<file path="src/rtl/wb_stage_pkg.sv">
// Shared definitions for the write-back stage: control-word bit positions,
// destination-register field, high-half target register and FSM states.
package wb_stage_pkg;

    localparam int unsigned REG_WRITE  = 0;
    localparam int unsigned MEM_TO_REG = 1;
    localparam int unsigned WIDE       = 2;

    localparam int unsigned RD_MSB = 11;
    localparam int unsigned RD_LSB = 8;

    localparam logic [3:0] HI_REG = 4'h0;

    typedef enum logic {
        S_LO = 1'b0,
        S_HI = 1'b1
    } wb_state_e;

endpackage

</file>
<file path="src/rtl/wb_retire_counter.sv">
// 16-bit retirement counter: wraps at 16'hFFFF, synchronous clear wins over enable.
module wb_retire_counter (
    input  logic        i_clk,
    input  logic        i_clr,
    input  logic        i_en,
    output logic [15:0] o_count
);

    logic [15:0] r_count;

    always_ff @(posedge i_clk) begin
        if (i_clr) begin
            r_count <= '0;
        end else if (i_en) begin
            r_count <= r_count + 16'd1;
        end
    end

    assign o_count = r_count;

endmodule

</file>
<file path="src/rtl/wb_stage.sv">
// Write-back stage: selects the write-back value, drives the register-file
// write port and forwarding path, and sequences the R0 write of wide results.
module wb_stage
    import wb_stage_pkg::*;
(
    input  logic        clk,
    input  logic        rst,
    input  logic        halt,
    input  logic [15:0] write_back_ctrl_sgnl_out,
    input  logic [15:0] alu_result_bottom_half_out,
    input  logic [15:0] alu_result_top_half_out,
    input  logic [15:0] memory_data_out,
    input  logic [15:0] inst_buff_out,
    output logic        rf_we,
    output logic [3:0]  rf_waddr,
    output logic [15:0] rf_wdata,
    output logic        fwd_valid,
    output logic [3:0]  fwd_addr,
    output logic [15:0] fwd_data,
    output logic        wb_stall,
    output logic [15:0] retired_count
);

    wb_state_e   r_state;
    logic [15:0] r_hi_hold;
    logic        r_we;
    logic [3:0]  r_waddr;
    logic [15:0] r_wdata;
    logic        r_stall;

    logic        w_reg_write;
    logic        w_mem_to_reg;
    logic        w_wide;
    logic [3:0]  w_rd;
    logic [15:0] w_lo_data;
    logic        w_retire;
    logic        w_unused_bits;

    assign w_reg_write  = write_back_ctrl_sgnl_out[REG_WRITE];
    assign w_mem_to_reg = write_back_ctrl_sgnl_out[MEM_TO_REG];
    assign w_wide       = write_back_ctrl_sgnl_out[WIDE];
    assign w_rd         = inst_buff_out[RD_MSB:RD_LSB];
    assign w_unused_bits = ^{write_back_ctrl_sgnl_out[15:3],
                             inst_buff_out[15:12], inst_buff_out[7:0]};

    // A wide result always takes its low half from the ALU.
    assign w_lo_data = (w_mem_to_reg && !w_wide) ? memory_data_out
                                                 : alu_result_bottom_half_out;

    // Count once per instruction: narrow writes in S_LO, wide ones on the R0 write.
    assign w_retire = !halt && !rst &&
                      ((r_state == S_HI) ||
                       (r_state == S_LO && w_reg_write && !w_wide));

    always_ff @(posedge clk) begin
        if (rst) begin
            r_state   <= S_LO;
            r_hi_hold <= '0;
            r_we      <= 1'b0;
            r_waddr   <= '0;
            r_wdata   <= '0;
            r_stall   <= 1'b0;
        end else if (halt) begin
            r_we <= 1'b0;
        end else begin
            case (r_state)
                S_LO: begin
                    r_stall <= 1'b0;
                    if (w_reg_write) begin
                        r_we    <= 1'b1;
                        r_waddr <= w_rd;
                        r_wdata <= w_lo_data;
                        if (w_wide) begin
                            r_hi_hold <= alu_result_top_half_out;
                            r_stall   <= 1'b1;
                            r_state   <= S_HI;
                        end
                    end else begin
                        r_we <= 1'b0;
                    end
                end
                S_HI: begin
                    r_we    <= 1'b1;
                    r_waddr <= HI_REG;
                    r_wdata <= r_hi_hold;
                    r_stall <= 1'b0;
                    r_state <= S_LO;
                end
                default: begin
                    r_state <= S_LO;
                end
            endcase
        end
    end

    wb_retire_counter u_retire_counter (
        .i_clk   (clk),
        .i_clr   (rst),
        .i_en    (w_retire),
        .o_count (retired_count)
    );

    assign rf_we     = r_we;
    assign rf_waddr  = r_waddr;
    assign rf_wdata  = r_wdata;
    assign fwd_valid = r_we;
    assign fwd_addr  = r_waddr;
    assign fwd_data  = r_wdata;
    assign wb_stall  = r_stall;

endmodule
</file>
<file path="config.mk">
export PLATFORM = sky130hd
export DESIGN_NAME = wb_stage
export DESIGN_NICKNAME = d
export VERILOG_FILES = /design/src/rtl/wb_stage_pkg.sv /design/src/rtl/wb_retire_counter.sv /design/src/rtl/wb_stage.sv
export SDC_FILE = /design/constraint.sdc
export NUM_CORES = 1
export LEC_CHECK = 0
export CAP_MARGIN = 15
export CORE_MARGIN = 2
export CORE_UTILIZATION = 38
export CTS_CLUSTER_DIAMETER = 80
export DETAILED_ROUTE_END_ITERATION = 10
export PLACE_DENSITY = 0.8
export REMOVE_ABC_BUFFERS = 1
export SYNTH_ARGS = -nofsm -noshare
export SYNTH_HDL_FRONTEND = slang
export SYNTH_SLANG_ARGS = --single-unit
</file>
<file path="constraint.sdc">
create_clock -name clk -period 2.1 [get_ports clk]
set_input_delay 0.21 -clock clk [delete_from_list [all_inputs] [get_ports clk]]
set_output_delay 0.21 -clock clk [all_outputs]
set_load 0.01 [all_outputs]
</file>
Word level (Yosys, flattened, before mapping)
Cells that the tools add are included.
Widths: inputs -> output; s select.
{ "totals": {"input_bits": 83, "word_cells": 32, "out_inout_bits": 59, "ff_bits": 54} }
{ "classes": {"reduce_logical": 12, "n_eq_ne": 1, "bitwise_logic": 2, "add_sub_neg": 1, "n_mux": 10} }
{ "ops": {"columns": ["operator", "n"], "rows": [
  ["$mux 16", 2],
  ["$pmux 16 s2", 1],
  ["$add 16x1->16 const B", 1],
  ["$pmux 4 s2", 1],
  ["$logic_and 1x1->1", 5],
  ["$mux 4", 1],
  ["$pmux 1 s2", 2],
  ["$reduce_and 4->1", 1],
  ["$logic_not 1->1", 3],
  ["$mux 1", 3],
  ["$ne 2x2->1 const B", 1],
  ["$not 1->1", 2],
  ["$reduce_and 2->1", 1],
  ["$reduce_or 2->1", 1],
  ["$logic_or 1x1->1", 1]
]} }

Longest topological paths before layout
Gate-level depths: netlist of the first run.
{ "logic_depth": {"depth_word": 5, "mapped_depth": 6, "depth_no_buf": 5} }

Hierarchy
A second synthesis of the first run with hierarchy kept.
{ "unflattened": {"cells_unflattened": 310, "area_unflattened_um2": 2711.4} }
{ "modules_own_cells": {"columns": ["module", "area_per_inst_um2", "cells_per_inst", "instances", "seq_area_each_um2"], "rows": [
  ["wb_stage", 1954.4, 227, 1, 760.7],
  ["wb_retire_counter", 757.0, 83, 1, 320.3]
]} }

Worst setup path after synthesis of the first run
OpenSTA, ideal clock, no wires.
{ "synth_timing": {"kind": "register to register", "from": "register u_retire_counter.r_count[0] (netlist: u_retire_counter.o_count[0])", "to": "register u_retire_counter.r_count[14] (netlist: u_retire_counter.o_count[14])", "path_buffers": 0, "path_stages_with_launch": 6, "arrival_ns": 1.512, "setup_slack_ns": 0.518, "path_cell_list": "dfxtp_1 ha_1 and3_1 o211ai_4 or4_1 a21oi_1"} }
{ "synth_between": {"elab_chain_cells": 1} }
{ "synth_lines": {"columns": ["item", "line_no", "text"], "rows": [
  ["start, declared", "wb_retire_counter.sv:9", "logic [15:0] r_count;"],
  ["start signal, assigned", "wb_retire_counter.sv:15", "r_count <= r_count + 16'd1;"],
  ["$add 16x1->16", "wb_retire_counter.sv:15", null]
]} }
Every way passes these cells.
A chain may end at the register's enable or synchronous reset.

Final worst setup path of the first run
{ "layout_timing": {"from": "register r_stall (netlist: wb_stall)", "to": "output wb_stall"} }
{ "layout_lines": {"columns": ["item", "line_no", "text"], "rows": [
  ["start, declared", "wb_stage.sv:29", "logic r_stall;"],
  ["start signal, assigned", "wb_stage.sv:62", "r_stall <= 1'b0;"],
  ["start signal, assigned", "wb_stage.sv:68", "r_stall <= 1'b0;"],
  ["start signal, assigned", "wb_stage.sv:75", "r_stall <= 1'b1;"],
  ["end, declared", "wb_stage.sv:20", "output logic wb_stall,"]
]} }
No word-level cell between the ends.

==> results of run 1 <==
-- logic make-up (layout without fill, tap and decap cells) --
kind of cell               after synthesis  after routing
AOI/OAI and AO/OA                       82             82
and+or+nand+nor                         95             95
xor gates and xnor gates                 3              3
muxes                                   17             17
DFF                                     54             54
buffers and inverters                   39            134
adders and majority gates                1              1
-- registers in the layout, summed over array words and instances (netlist names) --
| signal | flops |
|---|---|
| fwd_addr | 4 |
| fwd_data | 16 |
| r_hi_hold | 16 |
| wb_stall | 1 |
| fwd_valid | 1 |
| u_retire_counter.o_count | 16 |
-- how the worst min path moves through the flow --
stage,startpoint,end,slack [ns]
6_report,alu_result_top_half_out[12],r_hi_hold[12],0.44
5_1_grt,alu_result_top_half_out[4],r_hi_hold[4],0.44
4_1_cts,alu_result_top_half_out[12],r_hi_hold[12],0.43
3_5_place_dp,r_hi_hold[5],r_hi_hold[5],0.45
3_3_place_gp,r_hi_hold[12],r_hi_hold[12],0.44
2_1_floorplan,rst,r_hi_hold[0],0.28
-- final cells by class --
class	instances	share of cell area [%]
Clock buffer	5	1.844
Clock inverter	3	1.207
Inverter	2	0.2011
Multi-Input combinational cell	198	32.15
Sequential cell	54	28.96
Tap cell	77	2.581
Timing Repair Buffer	124	33.05
-- synthesized netlist by cell type, types with 2 or more instances --
master / count / share of area, %
nand2_1: 55 / 8.2
dfxtp_1: 54 / 43
a21oi_1: 28 / 5.6
o21ai_0: 26 / 5.2
buf_4: 23 / 6.8
a22o_1: 16 / 5.6
mux2i_1: 16 / 6.3
nor2_1: 8 / 1.2
buf_2: 7 / 1.4
clkbuf_1: 7 / 1.0
or3_1: 7 / 1.7
a22oi_1: 3 / 0.89
and4_1: 3 / 1.0
nand3_1: 3 / 0.60
nand3b_1: 3 / 0.89
nor2b_1: 3 / 0.74
o31ai_1: 3 / 0.89
xor2_1: 3 / 1.0
and3_1: 2 / 0.50
inv_1: 2 / 0.30
nand2b_1: 2 / 0.50
or4_1: 2 / 0.60
-- metrics by stage --
step | util (%) | power, W | area [um2] | instances | hold slack [ns]
4_1_cts | 58.44 | 0.002186 | 3732 | 463 | 0.4279
3_5_place_dp | 56.66 | 0.001489 | 3618 | 455 | 0.4469
5_1_grt | 58.44 | 0.002254 | 3732 | 463 | 0.4382
6_report | 58.44 | 0.002161 | 3732 | 463 | 0.4376
2_1_floorplan | - | 0.001232 | 2288 | 254 | 0.2791
3_3_place_gp | 56.66 | 0.001480 | 3618 | 455 | 0.4433
-- tightest hold or removal path: cells and delay by family --
kind                   cells  cell delay [ns]
AO/OA/AOI/OAI              1             0.05
buffers and inverters      1             0.39
AND/OR/NAND/NOR            1             0.06
-- where the power goes --
group	switching, W	internal, W	total [W]	leakage, nW
combinational	0.000144	0.000231	0.000375	0.868
clock	0.000343	0.000355	0.000698	0.0504
sequential	0.0000287	0.00106	0.00109	0.439
total	0.000516	0.00165	0.00216	1.36
-- cell usage in the layout, fill, tap and decap left out, types with 5 or more instances in the layout --
cell type	n
a22o_1	16
or3_1	7
dfxtp_1	54
mux2i_1	16
nor2_1	8
a21oi_1	28
clkdlybuf4s50_1	116
buf_4	7
o21ai_0	26
clkbuf_8	5
nand2_1	55
-- routing by layer --
metal | track usage [%] | up-vias | wire length (um)
li1 | - | 1187 | -
met1 | 21.53 | 1108 | 2777
met2 | 32.24 | 82 | 3355
met3 | 4.183 | 2 | 508
met4 | 3.030 | 0 | 16
met5 | 0 | - | 0
==> flow_summary.toml, run 1 <==
[timing]
fin_ws_ns = 0.2365
fin_crit_ns = 1.864
finalHoldViolations = 0
slew_headroom_pct = 59.71
rsz0062_at_grt = "false"
drv_slew = 0
finClkSkew_ns = 0.01339
max_clock_freq_mhz = 536.6
max_slew.worst_pin.slew_ns = 0.6029
post-route-period-util_pct = 88.74
timing.setup.tns_ns = 0
finalSetupViolCount = 0

[pwr]
p_leak_nw = 1.357
p_per_area_nw_per_um2 = 578.9
vdd_drop_max_v = 0.0004080

[clocking]
cts_tree = "done"
cts_resized = 0
insertion_delay_ns = 0.31
numCtsBuffers = 5
hold_buffers = 0
clk_path_buf_depth = 2
clk_pin_slew_ns = 0.11
cts_sinks = 54
post-cts-setup-buffer-count = 0
cts_root_buf = "clkbuf_8"
htree_num_levels = 2

[worst_setup_path]
path_depth = 1
reg2regPathDepth = 4
worstPathRequired_ns = 1.89
crit_path_end_kind = "primary output"
slowest_stage = "clkdlybuf4s50_1"
r2r_setup_slack_ns = 0.33
crit_fanout = 11
crit_path_end = "wb_stall"
critPathTopFamily = "buffers and inverters"
critPathBufInv = 1
timing.rr.end = "r_hi_hold[11]"
slowest_delay_ns = 0.68
arrival_ns = 1.65
cp-startpoint = "wb_stall"
r2r_start = "wb_stall"
startpoint_type = "flip-flop"
crit_chain = "clkdlybuf4s50_1"
path_class = "flip-flop to primary output"

[place]
dp_hpwl_um = 4833
gp_congestion = 0.7777
place_ws_ns = 0.08785
portBuffers = 116

[final_layout]
drive_gt1_share_pct = 6.477
n_fill_cell = 579
register_area_um2 = 1081
fin_nets = 469
syn_to_final_growth_pct = 47.97
diodes = 0
multi_input_area_um2 = 1200

[global_route]
grt_max_degree = 41
antenna_found_initial = 0
grt_overflow_total = 0
grt_first_pass_wirelength_um = 10510
grt_pass1_vias = 2193
grtUsageTotal_pct = 17.75

[min_path]
hold_depth = 3
hp-class = "input pin to flip-flop"

[synth]
yosys.area_share.adder_pct = 0.4960
yosysWarningCount = 0
syn_inst = 291
ys_seq_area_share_pct = 42.86
yosys.cell_types.count = 37
synth_mux_area_share_pct = 6.796
synthFlopType = "dfxtp_1"
synth_compound_area_share_pct = 20.93
synth_area_per_cell_um2 = 8.668
synthSimpleGateAreaFrac_pct = 18.30
synth_area_um2 = 2522
synth_seq_cells = 54
synth_xor_area_share_pct = 1.042
synth_top_family_by_area = "compound AO/OA/AOI/OAI gates"
async_flop_share_pct = 0
synth_edf_count = 0

[die]
core.rowCount = 29
start_util_pct = 39.50
boundaryPins = 142
core_area_um2 = 6386
fp.dieH_um = 85.48
dieArea_um2 = 7306
die_x_um = 85.48

[routing]
drc = 0
drt_iter0_drc = 61
vias_per_cell = 5.138
ant_nets = 0
avgRoutedWirePerCell_um = 14.38
firstDrtPassIters = 4
routed_wl_um = 6657
num_vias = 2379

[run_status]
status = "finished, final reports clean"

[flow_run]
cap_viol_max_count = 0
Power figures use the tool's default switching activity.
==> inputs of run 2 (changes only) <==
--- a/config.mk
+++ b/config.mk
@@ -10,7 +10,7 @@
 export CORE_UTILIZATION = 38
 export CTS_CLUSTER_DIAMETER = 80
 export DETAILED_ROUTE_END_ITERATION = 10
-export PLACE_DENSITY = 0.8
+export PLACE_DENSITY = 0.87
 export REMOVE_ABC_BUFFERS = 1
 export SYNTH_ARGS = -nofsm -noshare
 export SYNTH_HDL_FRONTEND = slang
==> flow_summary.toml, run 2 (same netlist as run 1, synthesis figures left out) <==
[run_status]
status = "finished, final reports clean"

[routing]
drt_iter0_drc = 60
drc = 0
routed_wl_um = 6847
avgRoutedWirePerCell_um = 14.72
firstDrtPassIters = 4
num_vias = 2396
ant_nets = 0
vias_per_cell = 5.153

[min_path]
hold_depth = 3
hp-class = "input pin to flip-flop"
whs_endpoint = "r_hi_hold[7]"
min_from = "alu_result_top_half_out[7]"

[die]
fp.dieH_um = 85.48
boundaryPins = 142
core.rowCount = 29
die_x_um = 85.48
core_area_um2 = 6386
dieArea_um2 = 7306
start_util_pct = 39.50

[pwr]
p_leak_nw = 1.369
p_per_area_nw_per_um2 = 586.1
total_power_w = 0.002191
vdd_drop_max_v = 0.0003449

[timing]
post-route-period-util_pct = 79.75
max_clock_freq_mhz = 597.1
finalSetupViolCount = 0
timing.setup.tns_ns = 0
drv_slew = 0
slew_headroom_pct = 59.06
finClkSkew_ns = 0.01299
finalHoldViolations = 0
fin_crit_ns = 1.675
max_slew.worst_pin.slew_ns = 0.6126
rsz0062_at_grt = "false"

[clocking]
cts_root_buf = "clkbuf_8"
cts_tree = "done"
numCtsBuffers = 5
htree_num_levels = 2
clk_pin_slew_ns = 0.11
cts_resized = 0
hold_buffers = 0
post-cts-setup-buffer-count = 0
insertion_delay_ns = 0.31
clk_path_buf_depth = 2
cts_sinks = 54

[final_layout]
syn_to_final_growth_pct = 48.16
register_area_um2 = 1081
multi_input_area_um2 = 1200
n_fill_cell = 599
final_common_cell = "clkdlybuf4s50_1"
fin_nets = 471
finalNonFillerCells = 465
utilization_pct = 58.52
layout_common_cells = "clkdlybuf4s50_1, nand2_1, dfxtp_1, a21oi_1, o21ai_0"
design_area_um2 = 3737
drive_gt1_share_pct = 6.959
diodes = 0

[worst_setup_path]
arrival_ns = 1.91
r2r_start = "u_retire_counter.o_count[0]"
path_class = "flip-flop to flip-flop"
reg2regPathDepth = 5
startpoint_type = "flip-flop"
r2r_setup_slack_ns = 0.43
crit_path_end_kind = "flip-flop"
cp-startpoint = "u_retire_counter.o_count[0]"
worstPathRequired_ns = 2.34
timing.rr.end = "u_retire_counter.o_count[10]"
crit_fanout = 10

[place]
placed_area_um2 = 3621
gp_congestion = 0.7282
dp_hpwl_um = 5159
dp_cells = 457
portBuffers = 116

[global_route]
grt_first_pass_wirelength_um = 10970
grtUsageTotal_pct = 18.67
antenna_found_initial = 0
grt_pass1_vias = 2293
grt_overflow_total = 0
grt_max_degree = 33

[flow_run]
cap_viol_max_count = 0
## run 2: stage by stage
stage,hold WS [ns],setup WS (ns)
floorplan,0.2791,0.1629
global placement,0.4415,0.1593
detailed placement,0.4484,0.1160
CTS,0.4307,0.4221
global route,0.4194,0.2848
finish,0.4295,0.4252
## run 2: area by class of cell
cell class	instances	share of cell area, %
Timing Repair Buffer	126	33.08
Inverter	2	0.2009
Tap cell	77	2.578
Multi-Input combinational cell	198	32.11
Clock inverter	3	1.272
Sequential cell	54	28.93
Clock buffer	5	1.841
## run 2: worst max path at each step
| stage | cells after the start | slack [ns] | endpoint |
|---|---|---|---|
| final | 5 | 0.43 | u_retire_counter.o_count[10] |
| after floorplan | 3 | 0.16 | fwd_data[0] |
| after CTS | 5 | 0.42 | u_retire_counter.o_count[10] |
| after global routing | 5 | 0.28 | u_retire_counter.o_count[10] |
| after global placement | 5 | 0.16 | r_hi_hold[7] |
| after detailed placement | 5 | 0.12 | r_hi_hold[4] |
## run 2: per-layer routing
layer	up-vias	GRT usage (%)	wire, um
li1	1194	-	-
met1	1115	21.48	2830
met2	85	35.09	3517
met3	2	4.767	483
met4	0	3.030	16
met5	-	0	0
## run 2: power breakdown
part / switching, W / internal (W) / total, W
registers: 0.0000276 / 0.00106 / 0.00109
clock network: 0.000364 / 0.000362 / 0.000726
logic: 0.000146 / 0.000231 / 0.000377
total: 0.000538 / 0.00165 / 0.00219
## run 2: worst max-delay path: stages, from the launching register on
cell and delay [ns]:
dfxtp_1 0.42, ha_1 0.20, and3_1 0.21, o211ai_4 0.14
or4_1 0.49, a21oi_1 0.15
